[config.mk]
export PLATFORM = sky130hd
export DESIGN_NAME = alu_multicycle_flat
export DESIGN_NICKNAME = d
export VERILOG_FILES = /design/src/rtl/alu_if.sv /design/src/rtl/alu_multicycle.sv /design/src/flat_wrapper.sv
export SDC_FILE = /design/constraint.sdc
export NUM_CORES = 1
export LEC_CHECK = 0
export ABC_AREA = 1
export CAP_MARGIN = 20
export CELL_PAD_IN_SITES_DETAIL_PLACEMENT = 0
export CELL_PAD_IN_SITES_GLOBAL_PLACEMENT = 2
export CORE_MARGIN = 2
export CORE_UTILIZATION = 31
export CTS_BUF_LIST = sky130_fd_sc_hd__clkbuf_4
export CTS_CLUSTER_SIZE = 40
export DETAILED_ROUTE_END_ITERATION = 16
export PLACE_DENSITY = 0.93
export SYNTH_ARGS = -nofsm -noshare
export SYNTH_HDL_FRONTEND = slang
export SYNTH_SLANG_ARGS = --single-unit
[constraint.sdc]
create_clock -name clk -period 1.1 [get_ports clk]
set_clock_uncertainty 0.1 [all_clocks]
set_input_delay 0.11 -clock clk [delete_from_list [all_inputs] [get_ports clk]]
set_output_delay 0.11 -clock clk [all_outputs]
set_load 0.005 [all_outputs]
[src/rtl/alu_if.sv]
// rtl/alu_if.sv - start/done handshake and result bundle for alu_multicycle
//
// Purpose: groups the operand, opcode and handshake signals with the registered
// result and flags, so that both sides connect through one port.
// Ports (signals):
//   start, cu_aluOp[3:0], data1, data2, shamt   requester -> ALU
//   busy, done, aluOut, zero, negative,
//   carry, overflow, div_zero                   ALU -> requester
// Modports: master (requester side), slave (ALU side).
interface alu_if #(
  parameter int WIDTH = 32
);
  localparam int SHW = $clog2(WIDTH);

  logic             start;
  logic [3:0]       cu_aluOp;
  logic [WIDTH-1:0] data1;
  logic [WIDTH-1:0] data2;
  logic [SHW-1:0]   shamt;
  logic             busy;
  logic             done;
  logic [WIDTH-1:0] aluOut;
  logic             zero;
  logic             negative;
  logic             carry;
  logic             overflow;
  logic             div_zero;

  modport master (
    output start, cu_aluOp, data1, data2, shamt,
    input  busy, done, aluOut, zero, negative, carry, overflow, div_zero
  );

  modport slave (
    input  start, cu_aluOp, data1, data2, shamt,
    output busy, done, aluOut, zero, negative, carry, overflow, div_zero
  );
endinterface

[src/rtl/alu_multicycle.sv]
// rtl/alu_multicycle.sv - registered ALU with iterative multiply/divide/remainder
//
// Purpose: accepts an opcode and operands on start (when not busy), completes
// logic/add/sub/shift/compare ops in one cycle and multiply/divide/remainder
// over WIDTH cycles with a shift-add multiplier and a restoring divider.
// Ports:
//   clk    rising-edge clock
//   rst_n  asynchronous active-low reset
//   bus    alu_if.slave: start, cu_aluOp, data1, data2, shamt in;
//          busy, done, aluOut, zero, negative, carry, overflow, div_zero out
// Configuration macro: ALU_MULDIV_EN compiles in the MUL/DIV states and the
// iterative datapath; without it opcodes 1100-1110 return 0 in one cycle.
module alu_multicycle #(
  parameter int WIDTH = 32
) (
  input  logic clk,
  input  logic rst_n,
  alu_if.slave bus
);
  localparam logic [3:0] OP_PASS = 4'b0000;
  localparam logic [3:0] OP_ADD  = 4'b0001;
  localparam logic [3:0] OP_SUB  = 4'b0010;
  localparam logic [3:0] OP_INC  = 4'b0011;
  localparam logic [3:0] OP_DEC  = 4'b0100;
  localparam logic [3:0] OP_AND  = 4'b0101;
  localparam logic [3:0] OP_OR   = 4'b0110;
  localparam logic [3:0] OP_XOR  = 4'b0111;
  localparam logic [3:0] OP_NOT  = 4'b1000;
  localparam logic [3:0] OP_SHL  = 4'b1001;
  localparam logic [3:0] OP_SHR  = 4'b1010;
  localparam logic [3:0] OP_SLTU = 4'b1011;
  localparam logic [3:0] OP_SLT  = 4'b1111;
`ifdef ALU_MULDIV_EN
  localparam logic [3:0] OP_MUL  = 4'b1100;
  localparam logic [3:0] OP_DIVU = 4'b1101;
  localparam logic [3:0] OP_REMU = 4'b1110;
`endif

  logic             busy;
  logic [WIDTH:0]   add_w;
  logic [WIDTH:0]   sub_w;
  logic [WIDTH-1:0] sc_b;
  logic [WIDTH-1:0] sc_res;
  logic             sc_carry, sc_ovf, sc_dz;
  logic             wr_en;
  logic [WIDTH-1:0] wr_val;
  logic             wr_carry, wr_ovf, wr_dz;

  logic [WIDTH-1:0] alu_out_q, alu_out_d;
  logic             zero_q, zero_d, negative_q, negative_d;
  logic             carry_q, carry_d, overflow_q, overflow_d;
  logic             div_zero_q, div_zero_d, done_q, done_d;

  // Single-cycle datapath; inc/dec reuse the add/sub path with a constant 1.
  always_comb begin
    sc_b     = (bus.cu_aluOp == OP_INC || bus.cu_aluOp == OP_DEC) ?
               {{(WIDTH-1){1'b0}}, 1'b1} : bus.data2;
    add_w    = {1'b0, bus.data1} + {1'b0, sc_b};
    sub_w    = {1'b0, bus.data1} - {1'b0, sc_b};
    sc_res   = '0;
    sc_carry = 1'b0;
    sc_ovf   = 1'b0;
    sc_dz    = 1'b0;
    case (bus.cu_aluOp)
      OP_PASS: sc_res = bus.data1;
      OP_ADD, OP_INC: begin
        sc_res   = add_w[WIDTH-1:0];
        sc_carry = add_w[WIDTH];
        sc_ovf   = (bus.data1[WIDTH-1] == sc_b[WIDTH-1]) &&
                   (add_w[WIDTH-1] != bus.data1[WIDTH-1]);
      end
      OP_SUB, OP_DEC: begin
        sc_res   = sub_w[WIDTH-1:0];
        sc_carry = sub_w[WIDTH];  // borrow out of the WIDTH+1 bit subtract
        sc_ovf   = (bus.data1[WIDTH-1] != sc_b[WIDTH-1]) &&
                   (sub_w[WIDTH-1] != bus.data1[WIDTH-1]);
      end
      OP_AND:  sc_res = bus.data1 & bus.data2;
      OP_OR:   sc_res = bus.data1 | bus.data2;
      OP_XOR:  sc_res = bus.data1 ^ bus.data2;
      OP_NOT:  sc_res = ~bus.data1;
      OP_SHL:  sc_res = bus.data1 << bus.shamt;
      OP_SHR:  sc_res = bus.data1 >> bus.shamt;
      OP_SLTU: sc_res = {{(WIDTH-1){1'b0}}, (bus.data1 < bus.data2)};
      OP_SLT:  sc_res = {{(WIDTH-1){1'b0}}, ($signed(bus.data1) < $signed(bus.data2))};
`ifdef ALU_MULDIV_EN
      // Only committed when data2 is zero; otherwise the DIV state takes over.
      OP_DIVU: begin sc_res = '1;        sc_dz = 1'b1; end
      OP_REMU: begin sc_res = bus.data1; sc_dz = 1'b1; end
`endif
      default: sc_res = '0;
    endcase
  end

`ifdef ALU_MULDIV_EN
  localparam int SHW = $clog2(WIDTH);
  localparam logic [1:0] IDLE = 2'd0;
  localparam logic [1:0] MUL  = 2'd1;
  localparam logic [1:0] DIV  = 2'd2;
  localparam logic [SHW-1:0] CNT_LAST = SHW'(WIDTH - 1);

  logic [1:0]       state_q, state_d;
  logic [SHW-1:0]   cnt_q, cnt_d;
  logic [3:0]       op_q, op_d;
  // acc: product accumulator / partial remainder
  // opa: shifted multiplicand / dividend shifting into quotient
  // opb: shifted multiplier   / divisor
  logic [WIDTH-1:0] acc_q, acc_d, opa_q, opa_d, opb_q, opb_d;
  logic [WIDTH-1:0] st_acc, st_a, st_b;
  logic [WIDTH-1:0] mul_acc, mul_a, mul_b, div_rem, div_q;
  logic [WIDTH:0]   div_sh, div_diff;
  logic             div_ge;

  assign busy = (state_q != IDLE);

  // One iteration step. Iteration 0 runs on the accepting edge straight from
  // the operand inputs, so the last one lands WIDTH-1 edges later.
  always_comb begin
    st_acc   = busy ? acc_q : '0;
    st_a     = busy ? opa_q : bus.data1;
    st_b     = busy ? opb_q : bus.data2;
    mul_acc  = st_acc + (st_b[0] ? st_a : '0);
    mul_a    = st_a << 1;
    mul_b    = st_b >> 1;
    div_sh   = {st_acc, st_a[WIDTH-1]};
    div_diff = div_sh - {1'b0, st_b};
    div_ge   = ~div_diff[WIDTH];
    div_rem  = div_ge ? div_diff[WIDTH-1:0] : div_sh[WIDTH-1:0];
    div_q    = {st_a[WIDTH-2:0], div_ge};
  end

  always_comb begin
    state_d  = state_q;
    cnt_d    = cnt_q;
    op_d     = op_q;
    acc_d    = acc_q;
    opa_d    = opa_q;
    opb_d    = opb_q;
    wr_en    = 1'b0;
    wr_val   = sc_res;
    wr_carry = sc_carry;
    wr_ovf   = sc_ovf;
    wr_dz    = sc_dz;
    case (state_q)
      IDLE: begin
        if (bus.start) begin
          op_d = bus.cu_aluOp;
          if (bus.cu_aluOp == OP_MUL) begin
            state_d = MUL;
            cnt_d   = SHW'(1);
            acc_d   = mul_acc;
            opa_d   = mul_a;
            opb_d   = mul_b;
          end else if ((bus.cu_aluOp == OP_DIVU || bus.cu_aluOp == OP_REMU) &&
                       (bus.data2 != '0)) begin
            state_d = DIV;
            cnt_d   = SHW'(1);
            acc_d   = div_rem;
            opa_d   = div_q;
            opb_d   = bus.data2;
          end else begin
            wr_en = 1'b1;
          end
        end
      end
      MUL, DIV: begin
        acc_d = (state_q == MUL) ? mul_acc : div_rem;
        opa_d = (state_q == MUL) ? mul_a : div_q;
        opb_d = (state_q == MUL) ? mul_b : opb_q;
        if (cnt_q == CNT_LAST) begin
          wr_en    = 1'b1;
          wr_val   = (state_q == MUL)  ? mul_acc :
                     (op_q == OP_DIVU) ? div_q : div_rem;
          wr_carry = 1'b0;
          wr_ovf   = 1'b0;
          wr_dz    = 1'b0;
          state_d  = IDLE;
          cnt_d    = '0;
        end else begin
          cnt_d = cnt_q + 1'b1;
        end
      end
      default: state_d = IDLE;
    endcase
  end

  always_ff @(posedge clk or negedge rst_n) begin
    if (!rst_n) begin
      state_q <= IDLE;
      cnt_q   <= '0;
      op_q    <= '0;
      acc_q   <= '0;
      opa_q   <= '0;
      opb_q   <= '0;
    end else begin
      state_q <= state_d;
      cnt_q   <= cnt_d;
      op_q    <= op_d;
      acc_q   <= acc_d;
      opa_q   <= opa_d;
      opb_q   <= opb_d;
    end
  end
`else
  assign busy = 1'b0;

  always_comb begin
    wr_en    = bus.start;
    wr_val   = sc_res;
    wr_carry = sc_carry;
    wr_ovf   = sc_ovf;
    wr_dz    = sc_dz;
  end
`endif

  // Flags are derived from the value being written, on the same edge.
  always_comb begin
    alu_out_d  = wr_en ? wr_val : alu_out_q;
    zero_d     = wr_en ? (wr_val == '0) : zero_q;
    negative_d = wr_en ? wr_val[WIDTH-1] : negative_q;
    carry_d    = wr_en ? wr_carry : carry_q;
    overflow_d = wr_en ? wr_ovf : overflow_q;
    div_zero_d = wr_en ? wr_dz : div_zero_q;
    done_d     = wr_en;
  end

  always_ff @(posedge clk or negedge rst_n) begin
    if (!rst_n) begin
      alu_out_q  <= '0;
      zero_q     <= 1'b0;
      negative_q <= 1'b0;
      carry_q    <= 1'b0;
      overflow_q <= 1'b0;
      div_zero_q <= 1'b0;
      done_q     <= 1'b0;
    end else begin
      alu_out_q  <= alu_out_d;
      zero_q     <= zero_d;
      negative_q <= negative_d;
      carry_q    <= carry_d;
      overflow_q <= overflow_d;
      div_zero_q <= div_zero_d;
      done_q     <= done_d;
    end
  end

  assign bus.busy     = busy;
  assign bus.done     = done_q;
  assign bus.aluOut   = alu_out_q;
  assign bus.zero     = zero_q;
  assign bus.negative = negative_q;
  assign bus.carry    = carry_q;
  assign bus.overflow = overflow_q;
  assign bus.div_zero = div_zero_q;
endmodule
[src/flat_wrapper.sv]
// flat-port wrapper written by rule: the top's interface ports become plain ports
module alu_multicycle_flat 
#(
  parameter int WIDTH = 32
)
  (clk, rst_n, bus_start, bus_cu_aluOp, bus_data1, bus_data2, bus_shamt, bus_busy, bus_done, bus_aluOut, bus_zero, bus_negative, bus_carry, bus_overflow, bus_div_zero);
  alu_if #(.WIDTH(WIDTH)) bus_i ();
  input  logic clk;
  input  logic rst_n;
  input wire logic [$bits(bus_i.start)-1:0] bus_start;
  input wire logic [$bits(bus_i.cu_aluOp)-1:0] bus_cu_aluOp;
  input wire logic [$bits(bus_i.data1)-1:0] bus_data1;
  input wire logic [$bits(bus_i.data2)-1:0] bus_data2;
  input wire logic [$bits(bus_i.shamt)-1:0] bus_shamt;
  output wire logic [$bits(bus_i.busy)-1:0] bus_busy;
  output wire logic [$bits(bus_i.done)-1:0] bus_done;
  output wire logic [$bits(bus_i.aluOut)-1:0] bus_aluOut;
  output wire logic [$bits(bus_i.zero)-1:0] bus_zero;
  output wire logic [$bits(bus_i.negative)-1:0] bus_negative;
  output wire logic [$bits(bus_i.carry)-1:0] bus_carry;
  output wire logic [$bits(bus_i.overflow)-1:0] bus_overflow;
  output wire logic [$bits(bus_i.div_zero)-1:0] bus_div_zero;
  assign bus_i.start = bus_start;
  assign bus_i.cu_aluOp = bus_cu_aluOp;
  assign bus_i.data1 = bus_data1;
  assign bus_i.data2 = bus_data2;
  assign bus_i.shamt = bus_shamt;
  assign bus_busy = bus_i.busy;
  assign bus_done = bus_i.done;
  assign bus_aluOut = bus_i.aluOut;
  assign bus_zero = bus_i.zero;
  assign bus_negative = bus_i.negative;
  assign bus_carry = bus_i.carry;
  assign bus_overflow = bus_i.overflow;
  assign bus_div_zero = bus_i.div_zero;
  alu_multicycle #(.WIDTH(WIDTH)) u_core (.clk(clk), .rst_n(rst_n), .bus(bus_i));
endmodule
==> flow_metrics.env <==
export IMPL_end_kind="register"
export IMPL_die_area_sq_um=42510
export IMPL_synth_cell_area_sq_um=12670
export IMPL_power_density_nw_per_um2=659.5
export IMPL_hold_viol_final=0
export IMPL_synth_ff_type="dfrtp_1"
export IMPL_first_pass_iters=6
export IMPL_clock_latency_ps=340
export IMPL_timing_final_crit_share=2.637
export IMPL_fp_dieW_um=206.2
export IMPL_cpPeakStageDelay_ps=370
export IMPL_tightest_slew_ps=767.3
export IMPL_fillers=3788
export IMPL_critPathMostFrequentCell="nand2_4"
export IMPL_cap_violations=0
export IMPL_hpwl_mm=55.78
export IMPL_dp_cells=3591
export IMPL_first_iter_violations=1818
export IMPL_crit_path_top_delay_cell="fa_2"
export IMPL_routed_wl_mm=70.46
export IMPL_coreArea_sq_um=40550
export IMPL_synth_area_leaders="nand2_1 19%, nand3_1 19%, ha_1 16%"
export IMPL_ys_ff_latch=36
export IMPL_drive_above_1_share=0.4347
export IMPL_syn2layout_area_growth_pct=79.89
export IMPL_grt_max_degree=43
export IMPL_violations="negative setup slack"
export IMPL_critPathMaxFanout=3
export IMPL_setup_viol_count_final=37
export IMPL_ys_types=47
export IMPL_vias=19843
export IMPL_synthCells=2400
export IMPL_syn_avg_cell_area_sq_um=5.280
export IMPL_ios=115
export IMPL_p_leak_nw=11.61
export IMPL_antenna_cells=0
export IMPL_stdcell_area_sq_um=22790
export IMPL_critPathKind="in -> reg"
export IMPL_grt_pass1_wl_mm=103.6
export IMPL_cp_startpoint="bus_cu_aluOp[0]"
export IMPL_overflow=0
export IMPL_vdd_ir_drop_max_mv=0.4098
export IMPL_worstPathArrival_ps=3080
export IMPL_grt_pass1_vias=19009
export IMPL_synth_most_common_cell="nand2_1"
export IMPL_initial_utilization=0.3124
export IMPL_port_buffers=112
export IMPL_worstRegToRegCells=3
export IMPL_placed_cell_area_sq_um=19500
export IMPL_fin_cells=3686
export IMPL_cts_buffers=5
export IMPL_relSlewSlack=0.4845
export IMPL_viasPerCell=5.383
export IMPL_layout_nets=3393
export IMPL_synth_top_area_frac=0.1949
export IMPL_status="finished, violations left"
export IMPL_h_tree_depth=2
export IMPL_cts_sinks=36
export IMPL_ant_nets=0
export IMPL_hp_class="in -> async"
export IMPL_drc=0
export IMPL_rsz0062_at_grt="true"
export IMPL_r2r_slack_ps=230
export IMPL_async_flop_share=1.000
export IMPL_required_ps=1280
export IMPL_routedWlPerCell_um=19.11
export IMPL_synth_seq_area_share=0.07110
export IMPL_slew_viol_final=0
export IMPL_fmaxAchievable_mhz=344.8
export IMPL_die_h_um=206.2
export IMPL_worstReg2RegStart="u_core.bus.zero$_DFFE_PN0P_"
export IMPL_yosys_area_top_type="nand2_1"
export IMPL_min_period_ps=2900
export IMPL_place_congestion=1.130
export IMPL_r2r_end="u_core.bus.zero$_DFFE_PN0P_"
export IMPL_cts_tree="done"
export IMPL_totalPowerFinal_w=0.01503
export IMPL_cp_start_kind="input port"
export IMPL_grtUsageTotal=0.3148
export IMPL_synth_commonest_cells="658 x nand2_1, 484 x nand3_1, 314 x nor2_1, 283 x inv_1, 162 x ha_1"
export IMPL_antenna_found_initial=0
export IMPL_setup_slack_ps=-1800
export IMPL_cts_root_buf="clkbuf_4"
export IMPL_clock_path_buffers=2
export IMPL_num_rows=74
export IMPL_synth_edf_count=0
export IMPL_clkTransAtPathRegs_ps=110
export IMPL_yosysWarnings=0
==> layout by cell type (no fill, tap or decap), types with 10 or more instances in the layout <==
cell             instances
buf_4                  646
nand2_1                519
nand3_1                423
inv_1                  200
nor2_1                 166
ha_1                   125
nand2_2                105
nor2_4                  80
inv_2                   78
nor2_2                  71
buf_6                   64
nand3_2                 48
a21oi_1                 44
o21ai_0                 41
clkdlybuf4s50_1         41
dfrtp_1                 36
a21oi_2                 35
nand2_4                 34
ha_4                    34
o21ai_1                 33
clkbuf_2                30
buf_12                  28
nand4_1                 24
o21ai_2                 22
o211ai_1                15
o22ai_1                 15
dlygate4sd2_1           15
nand3_4                 13
nor3_1                  12
dlymetal6s2s_1          12
inv_4                   11
a21oi_4                 10
==> registers in the layout (all words and copies together), names as in the netlist <==
register	count
u_core.bus.aluOut	31
u_core.bus.carry	1
u_core.bus.done	1
u_core.bus.negative	1
u_core.bus.overflow	1
u_core.bus.zero	1
==> cells by family after synthesis <==
family          Yosys count  share of synthesized area
compound gates          255                     0.1134
buf+inv                 399                     0.1295
xor+xnor                  3                   0.002074
fa+ha+maj               164                     0.1631
other cells               1                  0.0002960
flops                    36                    0.07110
simple gates           1542                     0.5206
==> where the power goes <==
part / total [W] / internal, W / switching [W] / leakage (nW)
clock: 0.000705 / 0.000235 / 0.000470 / 0.0324
combinational: 0.0127 / 0.00574 / 0.00696 / 11.1
sequential: 0.00164 / 0.00152 / 0.000120 / 0.459
==> final cells by class <==
type,count,area (sq um),share of cell area
Sequential cell,36,900.9,0.03952
Multi-Input combinational cell,1966,12890,0.5654
Clock buffer,5,37.54,0.001647
Inverter,295,1190,0.05220
Timing Repair Buffer,849,7098,0.3114
Clock inverter,3,13.76,0.0006038
Tap cell,532,665.6,0.02920
==> per-layer routing <==
metal,part of all wire,track usage
met2,0.46,0.5403
met1,0.40,0.3983
met4,0.063,0.1418
met3,0.071,0.02917
met5,0,0
==> repair_timing <==
action	in CTS	in global routing
resized for setup	536	383
gates cloned	2	0
buffers inserted	54	49
pin swaps	127	190
endpoints found under the setup margin	72	72
hold endpoints to repair	36	0
hold buffers	1	0
==> worst max path at each step <==
stage	to	slack (ps)	cells past startpoint
final	u_core.bus.zero$_DFFE_PN0P_	-1800	27
after floorplan	u_core.bus.zero$_DFFE_PN0P_	-1400	25
after CTS	u_core.bus.zero$_DFFE_PN0P_	-1730	28
after global placement	u_core.bus.zero$_DFFE_PN0P_	-3080	28
after detailed placement	u_core.bus.zero$_DFFE_PN0P_	-3060	27
after global routing	u_core.bus.zero$_DFFE_PN0P_	-1930	27
==> metrics by stage <==
| step | hold WS [ps] | setup TNS (ps) | utilization | setup slack [ps] |
|---|---|---|---|---|
| 3_5_place_dp | -93.77 | -84660 | 0.4808 | -3064 |
| 4_1_cts | 51.77 | -52250 | 0.5303 | -1732 |
| 3_3_place_gp | -92.83 | -82860 | 0.4808 | -3079 |
| 6_report | 86.21 | -49560 | 0.5620 | -1800 |
| 5_1_grt | 73.57 | -53230 | 0.5620 | -1929 |
| 2_1_floorplan | -285.6 | -36500 | - | -1395 |
==> worst max-delay path: cells and delay by family <==
| kind | cells | cell delay, ps |
|---|---|---|
| simple gates | 18 | 1720 |
| fa+ha+maj | 2 | 530 |
| buf+inv | 6 | 580 |
| compound gates | 1 | 130 |
(Power assumes the default switching activity.)
